### config.mk
export PLATFORM = sky130hd
export DESIGN_NAME = led_pattern_seq
export DESIGN_NICKNAME = d
export VERILOG_FILES = /design/src/rtl/led_pattern_seq.sv
export SDC_FILE = /design/constraint.sdc
export NUM_CORES = 1
export LEC_CHECK = 0
export ABC_AREA = 1
export BUFFER_PORTS_ARGS = -buffer_cell sky130_fd_sc_hd__buf_2
export CAP_MARGIN = 20
export CORE_UTILIZATION = 36
export DETAILED_ROUTE_END_ITERATION = 8
export GPL_TIMING_DRIVEN = 0
export SLEW_MARGIN = 20
export SYNTH_ARGS = -nofsm -noshare
export SYNTH_HDL_FRONTEND = slang
export SYNTH_SLANG_ARGS = --single-unit
### constraint.sdc
create_clock -name OSC_50m -period 3.45 [get_ports OSC_50m]
set_input_delay 0.345 -clock OSC_50m [delete_from_list [all_inputs] [get_ports OSC_50m]]
set_output_delay 0.345 -clock OSC_50m [all_outputs]
set_load 0.05 [all_outputs]
### src/rtl/led_pattern_seq.sv
// LED pattern sequencer: STOP/ROTATE/BOUNCE/BLINK patterns paced by a prescaler, driven by a command port.
// Latency: command accepted at edge N shows its seed from cycle N+2; first step lands in cycle N+3+period.
// Backpressure: cmd_ready drops for the single LOAD cycle after an accept; otherwise commands are always taken.
module led_pattern_seq #(
    parameter int CNT_W = 15,
    parameter int LED_W = 10
) (
    input  logic             OSC_50m,
    input  logic             io_master_reset,
    input  logic             cmd_valid,
    output logic             cmd_ready,
    input  logic [1:0]       cmd_mode,
    input  logic [CNT_W-1:0] cmd_period,
    input  logic [LED_W-1:0] cmd_seed,
    output logic [LED_W-1:0] USER_LED,
    output logic             step_pulse,
    output logic             busy
);

    localparam logic [1:0] ST_IDLE = 2'd0;
    localparam logic [1:0] ST_LOAD = 2'd1;
    localparam logic [1:0] ST_RUN  = 2'd2;

    localparam logic [1:0] MODE_STOP   = 2'd0;
    localparam logic [1:0] MODE_ROTATE = 2'd1;
    localparam logic [1:0] MODE_BOUNCE = 2'd2;
    localparam logic [1:0] MODE_BLINK  = 2'd3;

    localparam logic DIR_LEFT  = 1'b0;
    localparam logic DIR_RIGHT = 1'b1;

    logic [1:0]       state_q, state_d;
    logic [LED_W-1:0] led_q, led_d;
    logic [CNT_W-1:0] cnt_q, cnt_d;
    logic [CNT_W-1:0] period_q, period_d;
    logic [1:0]       mode_q, mode_d;
    logic [LED_W-1:0] seed_q, seed_d;
    logic             dir_q, dir_d;
    logic             step_pulse_q, step_pulse_d;

    logic             cmd_accept;
    logic [LED_W-1:0] step_led;
    logic             step_dir;

    assign cmd_ready  = (state_q != ST_LOAD);
    assign busy       = (state_q != ST_IDLE);
    assign cmd_accept = cmd_valid & cmd_ready;
    assign USER_LED   = led_q;
    assign step_pulse = step_pulse_q;

    // Next pattern and bounce direction if a step were to fire this cycle
    always_comb begin
        step_led = led_q;
        step_dir = dir_q;
        case (mode_q)
            MODE_ROTATE: step_led = {led_q[LED_W-2:0], led_q[LED_W-1]};
            MODE_BOUNCE: begin
                // Reverse on reaching an end so the end LED is not shown twice
                if (dir_q == DIR_LEFT) begin
                    if (led_q[LED_W-1]) begin
                        step_dir = DIR_RIGHT;
                        step_led = led_q >> 1;
                    end else begin
                        step_led = led_q << 1;
                    end
                end else begin
                    if (led_q[0]) begin
                        step_dir = DIR_LEFT;
                        step_led = led_q << 1;
                    end else begin
                        step_led = led_q >> 1;
                    end
                end
            end
            MODE_BLINK:  step_led = led_q ^ seed_q;
            default:     step_led = led_q;
        endcase
    end

    // FSM, prescaler and command capture; command fields are captured on the accept edge
    // so LOAD works from registered values even if the requester changes its inputs.
    always_comb begin
        state_d      = state_q;
        led_d        = led_q;
        cnt_d        = cnt_q;
        period_d     = period_q;
        mode_d       = mode_q;
        seed_d       = seed_q;
        dir_d        = dir_q;
        step_pulse_d = 1'b0;
        case (state_q)
            ST_IDLE: begin
                cnt_d = '0;
                if (cmd_accept) begin
                    state_d  = ST_LOAD;
                    mode_d   = cmd_mode;
                    period_d = cmd_period;
                    seed_d   = cmd_seed;
                end
            end
            ST_LOAD: begin
                cnt_d = '0;
                dir_d = DIR_LEFT;
                if (mode_q == MODE_STOP) begin
                    led_d   = '0;
                    state_d = ST_IDLE;
                end else begin
                    led_d   = seed_q;
                    state_d = ST_RUN;
                end
            end
            ST_RUN: begin
                if (cmd_accept) begin
                    // A new command overrides any step due this cycle
                    state_d  = ST_LOAD;
                    mode_d   = cmd_mode;
                    period_d = cmd_period;
                    seed_d   = cmd_seed;
                    cnt_d    = '0;
                end else if (cnt_q == period_q) begin
                    cnt_d        = '0;
                    led_d        = step_led;
                    dir_d        = step_dir;
                    step_pulse_d = 1'b1;
                end else begin
                    cnt_d = cnt_q + CNT_W'(1);
                end
            end
            default: begin
                state_d = ST_IDLE;
                cnt_d   = '0;
            end
        endcase
    end

    // State registers with synchronous reset
    always_ff @(posedge OSC_50m) begin
        if (io_master_reset) begin
            state_q      <= ST_IDLE;
            led_q        <= LED_W'(1);
            cnt_q        <= '0;
            period_q     <= '1;
            mode_q       <= MODE_STOP;
            seed_q       <= '0;
            dir_q        <= DIR_LEFT;
            step_pulse_q <= 1'b0;
        end else begin
            state_q      <= state_d;
            led_q        <= led_d;
            cnt_q        <= cnt_d;
            period_q     <= period_d;
            mode_q       <= mode_d;
            seed_q       <= seed_d;
            dir_q        <= dir_d;
            step_pulse_q <= step_pulse_d;
        end
    end

endmodule

# Yosys cells after proc, flatten, opt, wreduce, memory -nomap -nowiden
# Index checks and enable logic that the tools add are counted.
# totals
reg_bits,56
in_bits,30
wordCells,53
# classes
add_sub_neg,1
n_eq_ne,12
muxes,19
bitwise_logic,3
reduce_logical,10
# op_table
op,n
$mux W10,6
$pmux W10 S3,1
$pmux W10 S2,1
$add A15 B1 Y15 const B,1
$eq A15 B15 Y1,1
$xor A10 B10 Y10,1
$reduce_and A4 Y1,2
$mux W1,7
$eq A2 B2 Y1 const B,3
$ne A2 B1 Y1 const B,3
$eq A2 B1 Y1 const B,2
$logic_not A2 Y1,2
$mux W2,2
$ne A2 B2 Y1 const B,2
$ne A4 B1 Y1 const B,1
$pmux W2 S2,1
$reduce_bool A2 Y1,2
$reduce_or A4 Y1,1
$reduce_or A3 Y1,1
$pmux W1 S2,1
$reduce_and A2 Y1,1
$reduce_or A2 Y1,1
$and A1 B1 Y1,1
$not A1 Y1,1

# Logic depth before layout (Yosys ltp)
# Gate-level depths: netlist of run 1.
# depth
ltp_word,6
ltp_mapped,11
mapped_depth_nobuf,11

# Least setup slack after synthesis of run 1
# OpenSTA, ideal clock, no wires.
# synth_path
path_type,reg2reg
from,register led_q[9] (netlist: USER_LED[9])
to,register led_q[5] (netlist: USER_LED[5])
setup_ns,0.117
t_arrival_ns,1.525
slack_ns,1.808
path_stages_with_launch,11
path_buffers,1
synth_period_minus_slack_ns,1.642
path_cell_list,dfxtp_1 > clkbuf_2 > nand2_1 > nand2_1 > o21ai_1 > nand2_1 > nand2_1 > nand2_1 > nand2_1 > a21oi_1 > nor2_1
# synth_between
elab_chain_cells,6
# synth_rtl
item,line_no,rtl
from (decl),33,"logic [LED_W-1:0] led_q, led_d;"
from (signal assigned),149,led_q <= led_d;
$mux W10,60,if (led_q[LED_W-1]) begin
$mux W10,59,if (dir_q == DIR_LEFT) begin
$pmux W10 S3,55,case (mode_q)
$mux W10,120,end else if (cnt_q == period_q) begin
$mux W10,113,if (cmd_accept) begin
$pmux W10 S2,91,case (state_q)
# Every way passes these cells. The select of a mux whose other input is x is not followed.
# A chain may end at the register's enable or synchronous reset.

# Worst setup path after layout of run 1
# layout_path
from,register state_q[0]
to,output cmd_ready
# layout_between
elab_chain_cells,1
# layout_rtl
item,line_no,rtl
from (decl),32,"logic [1:0] state_q, state_d;"
from (signal assigned),148,state_q <= state_d;
$ne A2 B1 Y1,45,assign cmd_ready = (state_q != ST_LOAD);
to (decl),11,"output logic cmd_ready,"
# Every way passes these cells.

==> impl_results.html, run 1 <==
<table>
<tr><th>Metric</th><th>Value</th></tr>
<tr><th colspan="2">Pwr</th></tr>
<tr><td>Total power after layout</td><td>0.00130 W</td></tr>
<tr><td>Sw power</td><td>0.000407 W</td></tr>
<tr><td>Total power density per cell area</td><td>382 mW/mm^2</td></tr>
<tr><td>Internal cell power</td><td>0.000898 W</td></tr>
<tr><td>Net switching fraction of the power</td><td>31.2%</td></tr>
<tr><td>Sequential Power Share</td><td>54.6%</td></tr>
<tr><td>Portion of total power attributed to the clock network</td><td>27.2%</td></tr>
<tr><td>Leakage power</td><td>1.54 nW</td></tr>
<tr><td>IR Drop Worst-Case VDD</td><td>0.192 mV</td></tr>
<tr><td>Share of total power in combinational logic</td><td>18.2%</td></tr>
<tr><th colspan="2">Layout</th></tr>
<tr><td>Fin area</td><td>0.00342 sq mm</td></tr>
<tr><td>Final design utilization</td><td>43.3%</td></tr>
<tr><td>Fraction of final layout cells with drive strength greater than 1</td><td>12.6%</td></tr>
<tr><td>ANT cells</td><td>0</td></tr>
<tr><td>Layout net count</td><td>554</td></tr>
<tr><td>Area growth syn-to-layout</td><td>14.0%</td></tr>
<tr><th colspan="2">STA</th></tr>
<tr><td>F_max</td><td>0.485 GHz</td></tr>
<tr><td>Worst slew pin tran</td><td>618 ps</td></tr>
<tr><td>Setup-failing EPs final</td><td>0</td></tr>
<tr><td>Final Hold Slack</td><td>237 ps</td></tr>
<tr><td>Minimum clock period after layout</td><td>2060 ps</td></tr>
<tr><td>Hold violation count in the final report</td><td>0</td></tr>
<tr><td>Unrepaired setup endpoints after global routing</td><td>no</td></tr>
<tr><td>Slew Viols, Final</td><td>0</td></tr>
<tr><td>Relative max-transition margin</td><td>58.8%</td></tr>
<tr><td>Final setup TNS</td><td>0 ps</td></tr>
<tr><td>Final Cycle Share</td><td>59.7%</td></tr>
<tr><td>Clk_skew</td><td>7.02 ps</td></tr>
<tr><th colspan="2">Die</th></tr>
<tr><td>Total die area</td><td>0.00870 sq mm</td></tr>
<tr><td>Placement row count</td><td>32</td></tr>
<tr><td>Core Box Area</td><td>0.00789 sq mm</td></tr>
<tr><td>Floorplan die height</td><td>93.3 microns</td></tr>
<tr><td>Initial cell density of the core</td><td>38.0%</td></tr>
<tr><td>Die X-Extent</td><td>93.3 microns</td></tr>
<tr><td>Num ports</td><td>43</td></tr>
<tr><th colspan="2">Yosys</th></tr>
<tr><td>Prevailing post-synth register cell</td><td>sky130_fd_sc_hd__dfxtp_1</td></tr>
<tr><td>Syn_area_per_cell</td><td>6.33 sq um</td></tr>
<tr><td>Most frequent cells after synthesis</td><td>135 x sky130_fd_sc_hd__nand2_1, 80 x sky130_fd_sc_hd__nor2_1, 56 x sky130_fd_sc_hd__dfxtp_1</td></tr>
<tr><td>Syn Nets</td><td>505</td></tr>
<tr><td>Portion of synthesized cell area occupied by the leading cell type</td><td>37.4%</td></tr>
<tr><td>Post-Syn Instances</td><td>474</td></tr>
<tr><td>Top post-synthesis cells by area</td><td>sky130_fd_sc_hd__dfxtp_1 37%, sky130_fd_sc_hd__nand2_1 17%, sky130_fd_sc_hd__nor2_1 10%, sky130_fd_sc_hd__inv_1 6.5%, sky130_fd_sc_hd__a21oi_1 5.5%</td></tr>
<tr><td>Number of library cell types mapped by synthesis</td><td>31</td></tr>
<tr><td>Post-Synthesis Cell Area</td><td>0.00300 sq mm</td></tr>
<tr><td>Cell type with the largest total area after synthesis</td><td>sky130_fd_sc_hd__dfxtp_1</td></tr>
<tr><td>Post-synthesis sequential area ratio</td><td>37.4%</td></tr>
<tr><td>Top-count cell post-synth</td><td>sky130_fd_sc_hd__nand2_1</td></tr>
<tr><td>Yosys warns</td><td>0</td></tr>
<tr><td>Number of synthesized flops with an enable pin</td><td>0</td></tr>
<tr><td>Number of register bits inferred by synthesis</td><td>56</td></tr>
<tr><td>Share of flip-flops with an asynchronous set or reset</td><td>0%</td></tr>
<tr><th colspan="2">Place</th></tr>
<tr><td>HPWL after DPL</td><td>5850 microns</td></tr>
<tr><td>PortBufs</td><td>42</td></tr>
<tr><td>Final weighted congestion in routability-driven placement</td><td>0.918</td></tr>
<tr><td>Area post-placement</td><td>0.00334 sq mm</td></tr>
<tr><th colspan="2">Clock tree</th></tr>
<tr><td>Clock slew seen by the registers of the worst setup and hold paths</td><td>100 ps</td></tr>
<tr><td>Clock tree from TritonCTS</td><td>done</td></tr>
<tr><td>H-tree Lvls</td><td>2</td></tr>
<tr><td>Worst-case clock buffer depth</td><td>2</td></tr>
<tr><td>Quantity of gates resized following cts</td><td>0</td></tr>
<tr><td>Root Buffer</td><td>sky130_fd_sc_hd__clkbuf_8</td></tr>
<tr><td>TritonCTS Buffers</td><td>5</td></tr>
<tr><td>Number of hold buffers added after cts</td><td>0</td></tr>
<tr><td>Number of clock sinks</td><td>56</td></tr>
<tr><td>Number of setup buffers added after CTS</td><td>0</td></tr>
<tr><td>Insertion delay of the later-clocked pin in the worst-skew pair</td><td>310 ps</td></tr>
<tr><th colspan="2">Worst setup path</th></tr>
<tr><td>Crit path launch type</td><td>register</td></tr>
<tr><td>Worst path slowest cell</td><td>sky130_fd_sc_hd__clkbuf_1</td></tr>
<tr><td>Chain of cells forming the critical path</td><td>inv_1 -&gt; nor2_1 -&gt; inv_1 -&gt; clkbuf_1 -&gt; buf_2</td></tr>
<tr><td>Crit path kind</td><td>register to primary output</td></tr>
<tr><td>Critical Path AT</td><td>1720 ps</td></tr>
<tr><td>Cell mode on critical path</td><td>sky130_fd_sc_hd__inv_1</td></tr>
<tr><td>Type of destination of the critical path</td><td>primary output</td></tr>
<tr><td>Largest incremental delay on the critical path</td><td>450 ps</td></tr>
<tr><td>Max Fanout on Critical Path</td><td>10</td></tr>
<tr><td>Critical path data required time</td><td>3110 ps</td></tr>
<tr><th colspan="2">Route</th></tr>
<tr><td>Drt initial violations</td><td>167</td></tr>
<tr><td>DRC violation count after routing</td><td>0</td></tr>
<tr><td>Vias per inst</td><td>4.95</td></tr>
<tr><td>Antenna Violating Nets Remaining</td><td>0</td></tr>
<tr><td>Length of the first detailed-routing pass in iterations</td><td>4</td></tr>
<tr><td>Per-cell routed wire length</td><td>12.7 microns</td></tr>
<tr><td>Number of vias after detailed routing</td><td>3096</td></tr>
<tr><td>Total wire length after detailed routing</td><td>7950 microns</td></tr>
<tr><th colspan="2">Global routing</th></tr>
<tr><td>Sum of overflow across all layers after global routing</td><td>0</td></tr>
<tr><td>Total Routing Usage GR</td><td>19.5%</td></tr>
<tr><td>Routing usage on met1</td><td>24.8%</td></tr>
<tr><td>Number of global-route vias before repair</td><td>2800</td></tr>
<tr><td>Global-route wire length before repair</td><td>13300 microns</td></tr>
<tr><td>Met2 Track Usage GR</td><td>34.1%</td></tr>
<tr><td>Most used routing layer</td><td>met2</td></tr>
<tr><td>Largest net degree at the start of global routing</td><td>17</td></tr>
<tr><td>Initial antenna violation count</td><td>0</td></tr>
<tr><td>Met3 layer usage reported by global route</td><td>2.93%</td></tr>
<tr><th colspan="2">Outcome</th></tr>
<tr><td>Run status</td><td>completed</td></tr>
<tr><th colspan="2">Worst hold path</th></tr>
<tr><td>Path category of the worst min-delay check</td><td>input pin to register</td></tr>
<tr><th colspan="2">Flow run</th></tr>
<tr><td>Number of maximum-capacitance constraint violations</td><td>0</td></tr>
</table>
[per-stage QoR]
| stage | setup slack [ps] | std cells |
|---|---|---|
| finish | 1390 | 625 |
| global route | 1270 | 625 |
| CTS | 1400 | 625 |
| detailed placement | 1630 | 618 |
| global placement | 1670 | 618 |
| floorplan | 1810 | 474 |
[power groups by stage]
| stage | clock (W) | sequential, W | combinational (W) |
|---|---|---|---|
| after floorplan | 0 | 0.000746 | 0.000144 |
| after global placement | 0 | 0.000727 | 0.000235 |
| after detailed placement | 0 | 0.000727 | 0.000237 |
| after CTS | 0.000369 | 0.000712 | 0.000238 |
| after global routing | 0.000393 | 0.000718 | 0.000268 |
| final | 0.000355 | 0.000713 | 0.000237 |
[cells by family after synthesis]
logic type | synth area share (%)
adders and majority gates | 0.417
and+or+nand+nor | 36.9
DFF | 37.4
xor gates and xnor gates | 0.584
AOI/OAI and AO/OA | 15.1
buffers and inverters | 9.60
[worst max-delay path, delay by kind of cell (launching register included)]
| kind | cells | cell delay [ps] |
|---|---|---|
| and+or+nand+nor | 1 | 50 |
| buffers and inverters | 4 | 1000 |
| DFF | 1 | 350 |
[final timing paths]
check / from / end / slack (ps) / depth (start not counted)
setup reg to reg: state_q[0] / seed_q[9] / 1780 / 5
setup / recovery: state_q[0] / cmd_ready / 1390 / 5
hold reg to reg: cnt_q[14] / cnt_q[14] / 490 / 2
hold / removal: cmd_period[6] / period_q[6] / 240 / 3
[metal layers]
layer	wire [microns]	up-vias
met5	0	-
met4	96	0
met1	3770	1403
li1	-	1615
met2	3770	68
met3	314	10
[final cells by class]
class	instances	area, sq um
Clock buffer	5	68.8
Multi-Input combinational cell	347	1590
Tap cell	102	128
Timing Repair Buffer	42	210
Clock inverter	2	12.5
Buffer	17	85.1
Inverter	54	203
Fill cell	883	4470
Sequential cell	56	1120
[flip-flops by register name (all words and copies together), names as in the netlist]
signal and flops:
seed_q 10, USER_LED 10, mode_q 2, period_q 15, dir_q 1, state_q 2, step_pulse 1, cnt_q 15
[layout by cell type (no fill, tap or decap), drive strengths merged]
master	netlist	routed
inv	54	54
clkinv	0	1
nor4	1	1
nand2	137	137
nor3b	3	3
a22oi	2	2
nor3	11	11
clkinvlp	0	1
clkbuf	13	18
xnor2	2	2
a21oi	33	33
nand3	23	23
dfxtp	56	56
nand4	4	4
o22ai	2	2
nor2	84	84
buf	4	46
and3	1	1
o211ai	18	18
a31oi	1	1
o21ai	24	24
ha	1	1
Note: power is estimated with default switching activity, not from simulation.
==> inputs of run 2 (changes only) <==
--- a/config.mk
+++ b/config.mk
@@ -5,7 +5,7 @@
 export SDC_FILE = /design/constraint.sdc
 export NUM_CORES = 1
 export LEC_CHECK = 0
-export ABC_AREA = 1
+export ABC_AREA = 0
 export BUFFER_PORTS_ARGS = -buffer_cell sky130_fd_sc_hd__buf_2
 export CAP_MARGIN = 20
 export CORE_UTILIZATION = 36
==> constraint.sdc (replaced) <==
create_clock -name OSC_50m -period 2 [get_ports OSC_50m]
set_input_delay 0.2 -clock OSC_50m [delete_from_list [all_inputs] [get_ports OSC_50m]]
set_output_delay 0.2 -clock OSC_50m [all_outputs]
set_load 0.05 [all_outputs]
==> run 2 against run 1 <==
  * Die area down 1.3%
  * Synthesized area down 1.3%
  * Worst hold slack got worse by 150 ps
  * Register-to-register slack worse by 1700 ps
  * Critical path depth is 1 higher
  * Clock skew is 0.84 ps higher
  * Largest cell class unchanged
  * Largest power group unchanged
==> impl_results.html, run 2 <==
<table>
<tr><th>Metric</th><th>Value</th></tr>
<tr><th colspan="2">Global routing</th></tr>
<tr><td>Sum of overflow across all layers after global routing</td><td>0</td></tr>
<tr><td>Initial antenna violation count</td><td>0</td></tr>
<tr><td>Number of global-route vias before repair</td><td>2412</td></tr>
<tr><td>Largest net degree at the start of global routing</td><td>18</td></tr>
<tr><td>Total Routing Usage GR</td><td>18.2%</td></tr>
<tr><td>Global-route wire length before repair</td><td>12300 microns</td></tr>
<tr><th colspan="2">Die</th></tr>
<tr><td>Total die area</td><td>0.00859 sq mm</td></tr>
<tr><td>Num ports</td><td>43</td></tr>
<tr><td>Core Box Area</td><td>0.00785 sq mm</td></tr>
<tr><td>Placement row count</td><td>32</td></tr>
<tr><td>Die X-Extent</td><td>92.7 microns</td></tr>
<tr><td>Floorplan die height</td><td>92.7 microns</td></tr>
<tr><td>Initial cell density of the core</td><td>37.7%</td></tr>
<tr><th colspan="2">Yosys</th></tr>
<tr><td>Post-Syn Instances</td><td>355</td></tr>
<tr><td>Top post-synthesis cells by area</td><td>sky130_fd_sc_hd__dfxtp_1 38%, sky130_fd_sc_hd__nand2_1 8.4%, sky130_fd_sc_hd__xnor2_1 6.2%, sky130_fd_sc_hd__a211oi_1 4.8%, sky130_fd_sc_hd__xor2_1 4.4%</td></tr>
<tr><td>Share of flip-flops with an asynchronous set or reset</td><td>0%</td></tr>
<tr><td>Number of library cell types mapped by synthesis</td><td>46</td></tr>
<tr><td>Parity-gate share of the synthesized area counting xor and xnor cells</td><td>10.7%</td></tr>
<tr><td>Top-count cell post-synth</td><td>sky130_fd_sc_hd__nand2_1</td></tr>
<tr><td>Post-synthesis sequential area ratio</td><td>37.9%</td></tr>
<tr><td>Prevailing post-synth register cell</td><td>sky130_fd_sc_hd__dfxtp_1</td></tr>
<tr><td>Post-Synth Simple-Gate Area</td><td>31.2%</td></tr>
<tr><td>Post-Synthesis Cell Area</td><td>0.00296 sq mm</td></tr>
<tr><td>Portion of synthesized cell area occupied by the leading cell type</td><td>37.9%</td></tr>
<tr><td>Cell type with the largest total area after synthesis</td><td>sky130_fd_sc_hd__dfxtp_1</td></tr>
<tr><td>Yosys warns</td><td>0</td></tr>
<tr><td>Number of register bits inferred by synthesis</td><td>56</td></tr>
<tr><td>Adder and majority cell fraction of the synthesized area</td><td>0.423%</td></tr>
<tr><td>Most frequent cells after synthesis</td><td>66 x sky130_fd_sc_hd__nand2_1, 56 x sky130_fd_sc_hd__dfxtp_1, 22 x sky130_fd_sc_hd__a21oi_1</td></tr>
<tr><td>Number of synthesized flops with an enable pin</td><td>0</td></tr>
<tr><td>Post-synthesis compound-gate area fraction</td><td>15.0%</td></tr>
<tr><td>Syn_area_per_cell</td><td>8.34 sq um</td></tr>
<tr><td>Syn Nets</td><td>386</td></tr>
<tr><td>Largest family of logic cells by synthesized area</td><td>simple AND/OR/NAND/NOR gates</td></tr>
<tr><td>Post-synthesis mux area share</td><td>1.10%</td></tr>
<tr><th colspan="2">Place</th></tr>
<tr><td>HPWL after DPL</td><td>5340 microns</td></tr>
<tr><td>Worst-case setup slack after placement</td><td>-105 ps</td></tr>
<tr><td>PortBufs</td><td>41</td></tr>
<tr><td>Final weighted congestion in routability-driven placement</td><td>0.863</td></tr>
<tr><th colspan="2">Clock tree</th></tr>
<tr><td>Worst-case clock buffer depth</td><td>2</td></tr>
<tr><td>Root Buffer</td><td>sky130_fd_sc_hd__clkbuf_8</td></tr>
<tr><td>Insertion delay of the later-clocked pin in the worst-skew pair</td><td>320 ps</td></tr>
<tr><td>TritonCTS Buffers</td><td>5</td></tr>
<tr><td>Clock tree from TritonCTS</td><td>done</td></tr>
<tr><td>H-tree Lvls</td><td>2</td></tr>
<tr><td>Number of clock sinks</td><td>56</td></tr>
<tr><td>Number of hold buffers added after cts</td><td>0</td></tr>
<tr><td>Clock slew seen by the registers of the worst setup and hold paths</td><td>110 ps</td></tr>
<tr><th colspan="2">Worst setup path</th></tr>
<tr><td>Critical Path AT</td><td>2080 ps</td></tr>
<tr><td>Critical path data required time</td><td>2210 ps</td></tr>
<tr><td>Crit path launch type</td><td>register</td></tr>
<tr><td>Type of destination of the critical path</td><td>register</td></tr>
<tr><td>Max Fanout on Critical Path</td><td>5</td></tr>
<tr><td>Crit path kind</td><td>register to register</td></tr>
<tr><td>Minimum setup slack among reg-to-reg paths</td><td>130 ps</td></tr>
<tr><th colspan="2">Pwr</th></tr>
<tr><td>Portion of total power attributed to the clock network</td><td>29.9%</td></tr>
<tr><td>Internal cell power</td><td>0.00158 W</td></tr>
<tr><td>Leakage power</td><td>1.31 nW</td></tr>
<tr><td>Total power after layout</td><td>0.00225 W</td></tr>
<tr><td>Sequential Power Share</td><td>54.3%</td></tr>
<tr><td>Net switching fraction of the power</td><td>29.6%</td></tr>
<tr><td>Share of total power in combinational logic</td><td>15.8%</td></tr>
<tr><td>Sw power</td><td>0.000666 W</td></tr>
<tr><td>IR Drop Worst-Case VDD</td><td>0.253 mV</td></tr>
<tr><td>Total power density per cell area</td><td>657 mW/mm^2</td></tr>
<tr><th colspan="2">Route</th></tr>
<tr><td>Number of vias after detailed routing</td><td>2659</td></tr>
<tr><td>DRC violation count after routing</td><td>0</td></tr>
<tr><td>Antenna Violating Nets Remaining</td><td>0</td></tr>
<tr><td>Total wire length after detailed routing</td><td>7390 microns</td></tr>
<tr><td>Per-cell routed wire length</td><td>14.5 microns</td></tr>
<tr><td>Length of the first detailed-routing pass in iterations</td><td>4</td></tr>
<tr><td>Drt initial violations</td><td>215</td></tr>
<tr><td>Vias per inst</td><td>5.22</td></tr>
<tr><th colspan="2">Layout</th></tr>
<tr><td>ANT cells</td><td>0</td></tr>
<tr><td>Largest registers</td><td>cnt_q x15, period_q x15</td></tr>
<tr><td>Top library cells by usage in the layout, fill and taps aside</td><td>66 x sky130_fd_sc_hd__nand2_1, 54 x sky130_fd_sc_hd__dfxtp_1, 43 x sky130_fd_sc_hd__buf_2, 22 x sky130_fd_sc_hd__a21oi_1, 21 x sky130_fd_sc_hd__xnor2_1</td></tr>
<tr><td>Area growth syn-to-layout</td><td>15.8%</td></tr>
<tr><td>Fraction of final layout cells with drive strength greater than 1</td><td>19.9%</td></tr>
<tr><td>Fill cells</td><td>841</td></tr>
<tr><td>Layout net count</td><td>437</td></tr>
<tr><td>Final design utilization</td><td>43.7%</td></tr>
<tr><td>Most common library cell in the layout ignoring fill and taps</td><td>sky130_fd_sc_hd__nand2_1</td></tr>
<tr><th colspan="2">STA</th></tr>
<tr><td>Relative max-transition margin</td><td>64.6%</td></tr>
<tr><td>Clk_skew</td><td>7.86 ps</td></tr>
<tr><td>Setup slack after layout</td><td>127 ps</td></tr>
<tr><td>Final Hold Slack</td><td>82.9 ps</td></tr>
<tr><td>Final Cycle Share</td><td>93.6%</td></tr>
<tr><td>F_max</td><td>0.534 GHz</td></tr>
<tr><td>Setup-failing EPs final</td><td>0</td></tr>
<tr><td>Minimum clock period after layout</td><td>1870 ps</td></tr>
<tr><td>Worst slew pin tran</td><td>531 ps</td></tr>
<tr><td>Hold violation count in the final report</td><td>0</td></tr>
<tr><td>Unrepaired setup endpoints after global routing</td><td>no</td></tr>
<tr><td>Slew Viols, Final</td><td>0</td></tr>
<tr><th colspan="2">Worst hold path</th></tr>
<tr><td>Path category of the worst min-delay check</td><td>input pin to register</td></tr>
<tr><th colspan="2">Flow run</th></tr>
<tr><td>Number of maximum-capacitance constraint violations</td><td>0</td></tr>
<tr><th colspan="2">Outcome</th></tr>
<tr><td>Run status</td><td>completed</td></tr>
</table>
## run 2: changes by cell type after synthesis, moves of 18 or more
cell	change
sky130_fd_sc_hd__nand2_1	-69
sky130_fd_sc_hd__nor2_1	-62
sky130_fd_sc_hd__xnor2_1	+19
sky130_fd_sc_hd__inv_1	-48
sky130_fd_sc_hd__o211ai_1	-18
sky130_fd_sc_hd__a211oi_1	+19
## run 2: logic make-up (layout without fill, tap and decap cells)
| family | count (synthesis) | in the layout |
|---|---|---|
| AND/OR/NAND/NOR | 164 | 164 |
| flip-flops | 56 | 56 |
| AO/OA/AOI/OAI | 68 | 68 |
| buffers and inverters | 27 | 79 |
| multiplexers | 3 | 3 |
| XOR/XNOR | 36 | 36 |
| adder cells (fa/ha/maj) | 1 | 1 |
## run 2: cell type report
cell class	count	area (sq um)	share of cell area (%)
Multi-Input combinational cell	272	1740	50.7
Sequential cell	56	1120	32.8
Timing Repair Buffer	44	228	6.65
Tap cell	102	128	3.73
Buffer	23	100	2.92
Clock buffer	6	82.6	2.41
Inverter	4	15.0	0.438
Clock inverter	2	13.8	0.402
## run 2: worst paths after layout
path,start,end,cells after the start
worst min-delay path,cmd_period[2],period_q[2],3
worst max-delay path,cnt_q[2],USER_LED[8],6
worst max register to register,cnt_q[2],USER_LED[8],6
worst min register to register,period_q[13],period_q[13],2
## run 2: metal layers
metal / share of wire [%] / global-route usage (%)
met1: 51 / 27.4
met2: 41 / 26.2
met3: 7.3 / 3.53
met4: 1.1 / 4.62
met5: 0 / 0
## run 2: critical path, stage by stage, from the launching register on
cell and delay (ps):
sky130_fd_sc_hd__dfxtp_1 430, sky130_fd_sc_hd__xnor2_1 180, sky130_fd_sc_hd__nand4_2 190, sky130_fd_sc_hd__nor4_4 390
sky130_fd_sc_hd__buf_4 180, sky130_fd_sc_hd__a21oi_2 80, sky130_fd_sc_hd__mux2_1 310
## run 2: stage by stage
step | std cells | instance area (sq um) | TNS (ps)
finish | 509 | 3430 | 0
global route | 509 | 3430 | 0
CTS | 508 | 3410 | 0
detailed placement | 498 | 3290 | -739
global placement | 498 | 3290 | -1050
floorplan | 355 | 2960 | 0
## run 2: repair_timing
| item | 4_1_cts | 5_1_grt |
|---|---|---|
| resized for setup | 1 | 8 |
| endpoints found under the setup margin | 19 | 16 |
| pin swaps | 1 | 1 |
| buffers inserted | 2 | 1 |
## run 2: power by group through the flow
stage	logic [W]	clock network (W)	registers, W
after floorplan	0.000217	0	0.00127
after global placement	0.000348	0	0.00125
after detailed placement	0.000350	0	0.00125
after CTS	0.000352	0.000690	0.00122
after global routing	0.000394	0.000745	0.00123
final	0.000356	0.000672	0.00122
